[config.mk]
export PLATFORM = sky130hd
export DESIGN_NAME = multi_stop_cmd_ctrl_flat
export DESIGN_NICKNAME = d
export VERILOG_FILES = /design/src/rtl/multi_stop_cmd_ctrl_pkg.sv /design/src/rtl/multi_stop_cmd_ctrl_if.sv /design/src/rtl/multi_stop_cmd_ctrl_dest_fifo.sv /design/src/rtl/multi_stop_cmd_ctrl.sv /design/src/flat_wrapper.sv
export SDC_FILE = /design/constraint.sdc
export NUM_CORES = 1
export LEC_CHECK = 0
export BUFFER_PORTS_ARGS = -buffer_cell sky130_fd_sc_hd__buf_4
export CELL_PAD_IN_SITES_DETAIL_PLACEMENT = 1
export CELL_PAD_IN_SITES_GLOBAL_PLACEMENT = 1
export CORE_MARGIN = 4
export CORE_UTILIZATION = 42
export DETAILED_ROUTE_END_ITERATION = 12
export PLACE_DENSITY = 0.75
export SLEW_MARGIN = 20
export SYNTH_ARGS = -nofsm -noshare
export SYNTH_HDL_FRONTEND = slang
export SYNTH_SLANG_ARGS = --single-unit
[constraint.sdc]
create_clock -name clk -period 2.7 [get_ports clk]
set_input_delay 0.135 -clock clk [delete_from_list [all_inputs] [get_ports clk]]
set_output_delay 0.135 -clock clk [all_outputs]
set_load 0.005 [all_outputs]
[src/rtl/multi_stop_cmd_ctrl_pkg.sv]
// Shared types and field positions for the multi-stop command controller.
package msc_pkg;

   typedef enum logic [1:0] {
      OP_STOP   = 2'b00,
      OP_GO     = 2'b01,
      OP_APPEND = 2'b10,
      OP_SKIP   = 2'b11
   } opcode_e;

   typedef enum logic [1:0] {
      IDLE  = 2'b00,
      MOVE  = 2'b01,
      DWELL = 2'b10
   } state_e;

   // BLE command byte layout: [7:6] opcode, [5:0] station ID
   localparam int CMD_W     = 8;
   localparam int CMD_OP_HI = 7;
   localparam int CMD_OP_LO = 6;
   localparam int CMD_ID_HI = 5;
   localparam int BC_ID_W   = 8;

endpackage

[src/rtl/multi_stop_cmd_ctrl_if.sv]
// Command / station-ID / motion / buzzer signal bundle for the controller.
interface multi_stop_cmd_ctrl_if #(
   parameter int ID_W   = 6,
   parameter int QDEPTH = 4
) ();
   import msc_pkg::*;

   logic                        cmd_rdy;
   logic [CMD_W-1:0]            cmd;
   logic                        clr_cmd_rdy;
   logic                        ID_vld;
   logic [BC_ID_W-1:0]          ID;
   logic                        clr_ID_vld;
   logic                        ok2move;
   logic                        go;
   logic                        in_transit;
   logic                        buzz;
   logic                        buzz_n;
   logic [ID_W-1:0]             dest_id;
   logic [$clog2(QDEPTH+1)-1:0] q_cnt;
   logic                        q_ovf;
   logic                        arrived;

   // receivers / sensors / motion side
   modport master (
      output cmd_rdy, cmd, ID_vld, ID, ok2move,
      input  clr_cmd_rdy, clr_ID_vld, go, in_transit, buzz, buzz_n,
             dest_id, q_cnt, q_ovf, arrived
   );

   // controller side
   modport slave (
      input  cmd_rdy, cmd, ID_vld, ID, ok2move,
      output clr_cmd_rdy, clr_ID_vld, go, in_transit, buzz, buzz_n,
             dest_id, q_cnt, q_ovf, arrived
   );
endinterface

[src/rtl/multi_stop_cmd_ctrl_dest_fifo.sv]
// Circular destination queue; flush may coincide with push (GO restarts the queue).
module dest_fifo #(
   parameter int W     = 6,
   parameter int DEPTH = 4
) (
   input  logic                       clk,
   input  logic                       rst,
   input  logic                       push_i,
   input  logic                       pop_i,
   input  logic                       flush_i,
   input  logic [W-1:0]               din_i,
   output logic [W-1:0]               head_o,
   output logic [$clog2(DEPTH+1)-1:0] count_o,
   output logic                       full_o,
   output logic                       empty_o
);
   localparam int PW = $clog2(DEPTH);
   localparam int CW = $clog2(DEPTH+1);

   logic [W-1:0]  mem_q [DEPTH];
   logic [PW-1:0] rd_q, wr_q, wr_idx;
   logic [CW-1:0] cnt_q;

   assign full_o  = (cnt_q == CW'(DEPTH));
   assign empty_o = (cnt_q == '0);
   assign count_o = cnt_q;
   assign head_o  = empty_o ? '0 : mem_q[rd_q];
   // a flush rewinds the write slot to 0 before the accompanying push lands
   assign wr_idx  = flush_i ? '0 : wr_q;

   // pointer and occupancy bookkeeping; pointers wrap naturally (DEPTH is 2^n)
   always_ff @(posedge clk or posedge rst) begin
      if (rst) begin
         rd_q  <= '0;
         wr_q  <= '0;
         cnt_q <= '0;
      end else if (flush_i) begin
         rd_q  <= '0;
         wr_q  <= push_i ? PW'(1) : '0;
         cnt_q <= push_i ? CW'(1) : '0;
      end else if (push_i && !full_o) begin
         wr_q  <= wr_q + 1'b1;
         cnt_q <= cnt_q + 1'b1;
      end else if (pop_i && !empty_o) begin
         rd_q  <= rd_q + 1'b1;
         cnt_q <= cnt_q - 1'b1;
      end
   end

   // storage; contents are don't-care while unoccupied since head is masked
   always_ff @(posedge clk) begin
      if (push_i && (flush_i || !full_o))
         mem_q[wr_idx] <= din_i;
   end
endmodule

[src/rtl/multi_stop_cmd_ctrl.sv]
// Multi-stop delivery command processor: BLE command decode, stop sequencing,
// dwell timing at intermediate stops and blocked-path buzzer.
module multi_stop_cmd_ctrl
   import msc_pkg::*;
#(
   parameter int ID_W      = 6,
   parameter int QDEPTH    = 4,
   parameter int DWELL_CYC = 50000,
   parameter int BUZZ_DIV  = 12500
) (
   input  logic                  clk,
   input  logic                  rst,
   multi_stop_cmd_ctrl_if.slave  bus
);
   localparam int CW = $clog2(QDEPTH+1);
   localparam int DW = $clog2(DWELL_CYC+1);
   localparam int BW = $clog2(BUZZ_DIV+1);

   state_e          state_q, state_d;
   logic            ovf_q, ovf_d;
   logic            arrived_q, arrived_d;
   logic [DW-1:0]   dwell_q, dwell_d;
   logic [BW-1:0]   div_q;
   logic            ph_q;

   logic            push, pop, flush, full, empty;
   logic [ID_W-1:0] head;
   logic [CW-1:0]   cnt;
   opcode_e         op;
   logic            id_match, dwell_done;
   logic            in_transit, buzz_act, clr_cmd, clr_id, go, buzz, buzz_n;

   assign op         = opcode_e'(bus.cmd[CMD_OP_HI:CMD_OP_LO]);
   // upper BC ID bits must be clear for a match
   assign id_match   = ((bus.ID >> ID_W) == 8'd0) && (bus.ID[ID_W-1:0] == head);
   assign dwell_done = (dwell_q == DW'(DWELL_CYC-1));

   dest_fifo #(.W(ID_W), .DEPTH(QDEPTH)) u_fifo (
      .clk     (clk),
      .rst     (rst),
      .push_i  (push),
      .pop_i   (pop),
      .flush_i (flush),
      .din_i   (bus.cmd[ID_W-1:0]),
      .head_o  (head),
      .count_o (cnt),
      .full_o  (full),
      .empty_o (empty)
   );

   // FSM state, sticky overflow flag and registered arrival pulse
   always_ff @(posedge clk or posedge rst) begin
      if (rst) begin
         state_q   <= IDLE;
         ovf_q     <= 1'b0;
         arrived_q <= 1'b0;
      end else begin
         state_q   <= state_d;
         ovf_q     <= ovf_d;
         arrived_q <= arrived_d;
      end
   end

   // next state and queue control; a pending command always beats a pending ID
   always_comb begin
      state_d   = state_q;
      ovf_d     = ovf_q;
      arrived_d = 1'b0;
      push      = 1'b0;
      pop       = 1'b0;
      flush     = 1'b0;
      if (bus.cmd_rdy) begin
         case (op)
            OP_STOP: begin
               flush   = 1'b1;
               ovf_d   = 1'b0;
               state_d = IDLE;
            end
            OP_GO: begin
               flush   = 1'b1;
               push    = 1'b1;
               state_d = MOVE;
            end
            OP_APPEND: begin
               if (!full) push = 1'b1;
               else       ovf_d = 1'b1;
               // APPEND does not disturb an ongoing dwell
               if (state_q == IDLE && empty)        state_d = MOVE;
               else if (state_q == DWELL && dwell_done) state_d = MOVE;
            end
            default: begin // OP_SKIP
               pop     = !empty;
               state_d = (cnt <= CW'(1)) ? IDLE : MOVE;
            end
         endcase
      end else begin
         case (state_q)
            MOVE: begin
               if (bus.ID_vld && id_match) begin
                  pop       = 1'b1;
                  arrived_d = 1'b1;
                  state_d   = (cnt == CW'(1)) ? IDLE : DWELL;
               end
            end
            DWELL:   if (dwell_done) state_d = MOVE;
            default: state_d = state_q;
         endcase
      end
      // counter runs only while staying in DWELL, so each entry starts from 0
      dwell_d = (state_q == DWELL && state_d == DWELL) ? dwell_q + 1'b1 : '0;
   end

   // handshakes and motion/buzzer drive
   always_comb begin
      in_transit = (state_q == MOVE);
      clr_cmd    = bus.cmd_rdy;
      clr_id     = bus.ID_vld & ~bus.cmd_rdy;
      go         = in_transit & bus.ok2move;
      buzz_act   = in_transit & ~bus.ok2move;
      buzz       = buzz_act & ~ph_q;
      buzz_n     = buzz_act &  ph_q;
   end

   // dwell counter
   always_ff @(posedge clk or posedge rst) begin
      if (rst) dwell_q <= '0;
      else     dwell_q <= dwell_d;
   end

   // buzzer divider; phase 0 (buzz high) on the first blocked cycle
   always_ff @(posedge clk or posedge rst) begin
      if (rst) begin
         div_q <= '0;
         ph_q  <= 1'b0;
      end else if (!buzz_act) begin
         div_q <= '0;
         ph_q  <= 1'b0;
      end else if (div_q == BW'(BUZZ_DIV-1)) begin
         div_q <= '0;
         ph_q  <= ~ph_q;
      end else begin
         div_q <= div_q + 1'b1;
      end
   end

   assign bus.clr_cmd_rdy = clr_cmd;
   assign bus.clr_ID_vld  = clr_id;
   assign bus.go          = go;
   assign bus.in_transit  = in_transit;
   assign bus.buzz        = buzz;
   assign bus.buzz_n      = buzz_n;
   assign bus.dest_id     = head;
   assign bus.q_cnt       = cnt;
   assign bus.q_ovf       = ovf_q;
   assign bus.arrived     = arrived_q;
endmodule
[src/flat_wrapper.sv]
// flat-port wrapper written by rule: the top's interface ports become plain ports
module multi_stop_cmd_ctrl_flat import msc_pkg::*;
#(
   parameter int ID_W      = 6,
   parameter int QDEPTH    = 4,
   parameter int DWELL_CYC = 50000,
   parameter int BUZZ_DIV  = 12500
)
  (clk, rst, bus_cmd_rdy, bus_cmd, bus_ID_vld, bus_ID, bus_ok2move, bus_clr_cmd_rdy, bus_clr_ID_vld, bus_go, bus_in_transit, bus_buzz, bus_buzz_n, bus_dest_id, bus_q_cnt, bus_q_ovf, bus_arrived);
  multi_stop_cmd_ctrl_if #(.ID_W(ID_W), .QDEPTH(QDEPTH)) bus_i ();
  input  logic clk;
  input  logic rst;
  input wire logic [$bits(bus_i.cmd_rdy)-1:0] bus_cmd_rdy;
  input wire logic [$bits(bus_i.cmd)-1:0] bus_cmd;
  input wire logic [$bits(bus_i.ID_vld)-1:0] bus_ID_vld;
  input wire logic [$bits(bus_i.ID)-1:0] bus_ID;
  input wire logic [$bits(bus_i.ok2move)-1:0] bus_ok2move;
  output wire logic [$bits(bus_i.clr_cmd_rdy)-1:0] bus_clr_cmd_rdy;
  output wire logic [$bits(bus_i.clr_ID_vld)-1:0] bus_clr_ID_vld;
  output wire logic [$bits(bus_i.go)-1:0] bus_go;
  output wire logic [$bits(bus_i.in_transit)-1:0] bus_in_transit;
  output wire logic [$bits(bus_i.buzz)-1:0] bus_buzz;
  output wire logic [$bits(bus_i.buzz_n)-1:0] bus_buzz_n;
  output wire logic [$bits(bus_i.dest_id)-1:0] bus_dest_id;
  output wire logic [$bits(bus_i.q_cnt)-1:0] bus_q_cnt;
  output wire logic [$bits(bus_i.q_ovf)-1:0] bus_q_ovf;
  output wire logic [$bits(bus_i.arrived)-1:0] bus_arrived;
  assign bus_i.cmd_rdy = bus_cmd_rdy;
  assign bus_i.cmd = bus_cmd;
  assign bus_i.ID_vld = bus_ID_vld;
  assign bus_i.ID = bus_ID;
  assign bus_i.ok2move = bus_ok2move;
  assign bus_clr_cmd_rdy = bus_i.clr_cmd_rdy;
  assign bus_clr_ID_vld = bus_i.clr_ID_vld;
  assign bus_go = bus_i.go;
  assign bus_in_transit = bus_i.in_transit;
  assign bus_buzz = bus_i.buzz;
  assign bus_buzz_n = bus_i.buzz_n;
  assign bus_dest_id = bus_i.dest_id;
  assign bus_q_cnt = bus_i.q_cnt;
  assign bus_q_ovf = bus_i.q_ovf;
  assign bus_arrived = bus_i.arrived;
  multi_stop_cmd_ctrl #(.ID_W(ID_W), .QDEPTH(QDEPTH), .DWELL_CYC(DWELL_CYC), .BUZZ_DIV(BUZZ_DIV)) u_core (.clk(clk), .rst(rst), .bus(bus_i));
endmodule
==> reports/metrics.yaml <==
status: "completed"
num_io_pins: 38
worst_r2r_path_depth: 7
clockBufferDepth: 2
crit_required_ns: 2.96
area_growth_pct: 25.2
antenna_found_initial: 0
path_cells: "mux4_2 > a221o_1 > a21oi_2 > o2111ai_2 > o41a_1 > or3_1 > a21oi_1"
ir_drop_mv: 0.436
final_max_slew_viol_count: 0
p_leak_nw: 1.88
cts_tree: "done"
numClockSinks: 66
drive_gt1_share_pct: 26.2
htreeDepth: 3
finalWorstSetupSlack_ns: 0.0164
grt_setup_unrepaired: "yes"
finalCriticalPeriod_ns: 2.68
yosys-top-cells-count: "nand3_1, dfrtp_1, nor2_1"
ys.flop_type: "dfrtp_1"
fill_cells: 925
m1WireLength_mm: 4.11
wl_met2_mm: 4.96
p_per_area_nw_per_um2: 653
worstHoldPathCells: 3
hold_path_class: "in -> reg"
crit_path_max_incr_delay_ns: 0.54
crit_type: "reg -> reg"
cp_num_buf_inv: 0
ys_async_sr_fraction_pct: 63.6
worst_pin_slew_ns: 0.602
gp_congestion: 0.797
maxCapViolCount: 0
finalNetCount: 457
topRoutingLayerUsed: "met4"
worstPathMaxFanout: 7
crit_path_end_kind: "register"
synth_area_sq_um: 3660
synth_nets: 394
grt_max_degree: 33
slowest_stage: "o41a_1"
synth-seq-cells: 66
drtPass1Iterations: 4
hold_viol: 0
rr_endpoint: "u_core.u_fifo.rd_q[0]"
root_buffer: "clkbuf_8"
rows: 33
first_global_vias: 3179
diodes: 0
final-seq-area_sq_um: 1770
worstHoldStart: "bus_ok2move"
die_width_um: 101
grt_pass1_wl_mm: 15.6
synth_edf_count: 24
avgViaCountPerCell: 5.49
synth_area_leader_cell: "dfrtp_1"
wl_met3_um: 248
setup_viol: 0
start_util_pct: 43.9
core_area_sq_um: 8340
numPortBuffers: 37
grt_overflow: 0
insertion_delay_ns: 0.34
relSlewSlack_pct: 59.8
drc: 0
regToRegSetupSlack_ns: 0.02
vias: 2921
wl_per_cell_um: 17.7
timing.final.crit_share_pct: 99.4
finClkSkew_ns: 0.00745
hpwl_mm: 6.55
synth.distinct_cells: 50
gr-usage-all-layers_pct: 19.3
multiInputGateArea_sq_um: 1850
ant_nets: 0
netlist_instances: 359
pre_cts_slack_ns: -0.0388
drt_iter0_markers: 86
seq_area_frac_synth_pct: 48.4
fmax_ghz: 0.373
crit_path_start: "u_core.u_fifo.rd_q[0]"
finalPower_mw: 2.99
wl_mm: 9.43
synth.top_cell.area_share_pct: 28.7
crit_arrival_ns: 2.94
worstReg2RegStart: "u_core.u_fifo.rd_q[0]"
die_y_um: 101
holdPathEnd: "u_core.ph_q"
ys_warn_count: 0
cts_buffers: 9
cts.clk_slew.worst_paths_ns: 0.08
synth_top_cells_by_area: "dfrtp_1, edfxtp_1, nand3_1, ha_1, xnor2_1"
yosysMostFrequentCell: "nand3_1"
dieArea_sq_um: 10300
path_delay_family: "compound AO/OA/AOI/OAI gates"
synth_area_per_cell_sq_um: 10.2
crit_path_start_kind: "register"
[metal layers]
layer	track usage, %	vias up
met4	6.03	0
met1	23.9	1470
met3	3.31	11
met5	0	-
li1	-	1409
met2	34.1	31
[per-stage QoR]
step / util, % / cells / setup TNS, ns / hold WS [ns] / cell area, sq um
after floorplan: - / 359 / 0 / 0.234 / 3660
after global placement: 49.9 / 502 / 0 / 0.292 / 4160
after detailed placement: 49.9 / 502 / -0.122 / 0.297 / 4160
after CTS: 53.1 / 525 / 0 / 0.121 / 4430
after global routing: 55.0 / 532 / -0.224 / 0.158 / 4590
final: 55.0 / 532 / 0 / 0.133 / 4590
[cell families after synthesis]
| logic type | count (synthesis) | synth area share, % |
|---|---|---|
| AND/OR/NAND/NOR | 158 | 22.2 |
| flip-flops | 66 | 48.4 |
| AO/OA/AOI/OAI | 54 | 9.57 |
| XOR/XNOR | 32 | 7.86 |
| buffers and inverters | 27 | 3.11 |
| adder cells (fa/ha/maj) | 14 | 4.78 |
| multiplexers | 8 | 4.10 |
[tightest hold or removal path: cells and delay by family]
kind                   cells  cell delay [ns]
AND/OR/NAND/NOR            2             0.22
buffers and inverters      1             0.08
[cell type report]
class	count	area share [%]
Timing Repair Buffer	69	13.1
Clock inverter	7	1.53
Sequential cell	66	38.7
Tap cell	105	2.86
Clock buffer	9	2.70
Inverter	10	0.819
Multi-Input combinational cell	266	40.3
[how the worst max path moves through the flow]
| stage | to | slack (ns) | depth (start not counted) |
|---|---|---|---|
| after floorplan | u_core.u_fifo.count_o[1] | 0.12 | 8 |
| after global placement | u_core.u_fifo.count_o[1] | 0.03 | 7 |
| after detailed placement | u_core.u_fifo.rd_q[1] | -0.04 | 8 |
| after CTS | u_core.u_fifo.rd_q[0] | 0.005 | 8 |
| after global routing | u_core.u_fifo.count_o[1] | -0.07 | 8 |
| final | u_core.u_fifo.rd_q[0] | 0.02 | 7 |
[cells in the final DEF, fill, tap and decap left out, types with 8 or more instances in the layout]
cell type,n
inv_1,8
clkbuf_8,9
xnor2_1,15
xor2_1,15
ha_1,13
dfrtp_1,40
buf_4,57
nand2_1,22
o21ai_0,13
nand3_1,46
a21oi_1,9
nor2_1,34
and3_1,10
edfxtp_1,24
[state kept, by name, summed over array words and instances, names as in the netlist]
register	cells
u_core.state_q	2
u_core.bus.q_ovf	1
u_core.dwell_q	16
u_core.ph_q	1
u_core.div_q	14
u_core.u_fifo.mem_q	24
u_core.u_fifo.wr_q	2
u_core.bus.arrived	1
u_core.u_fifo.rd_q	2
u_core.u_fifo.count_o	3
[report_power, final]
| group | internal, mW | total [mW] | switching [mW] |
|---|---|---|---|
| registers | 1.10 | 1.15 | 0.0588 |
| logic | 0.499 | 1.01 | 0.516 |
| clock network | 0.423 | 0.826 | 0.403 |
| total | 2.02 | 2.99 | 0.978 |
[what timing repair did]
action,in CTS,in global routing
hold endpoints to repair,49,0
hold buffers,7,0
gates cloned,0,2
setup endpoints to repair,4,22
pin swaps,0,13
setup buffers,0,5
resized for setup,2,28
Note: power is estimated with default switching activity, not from simulation.
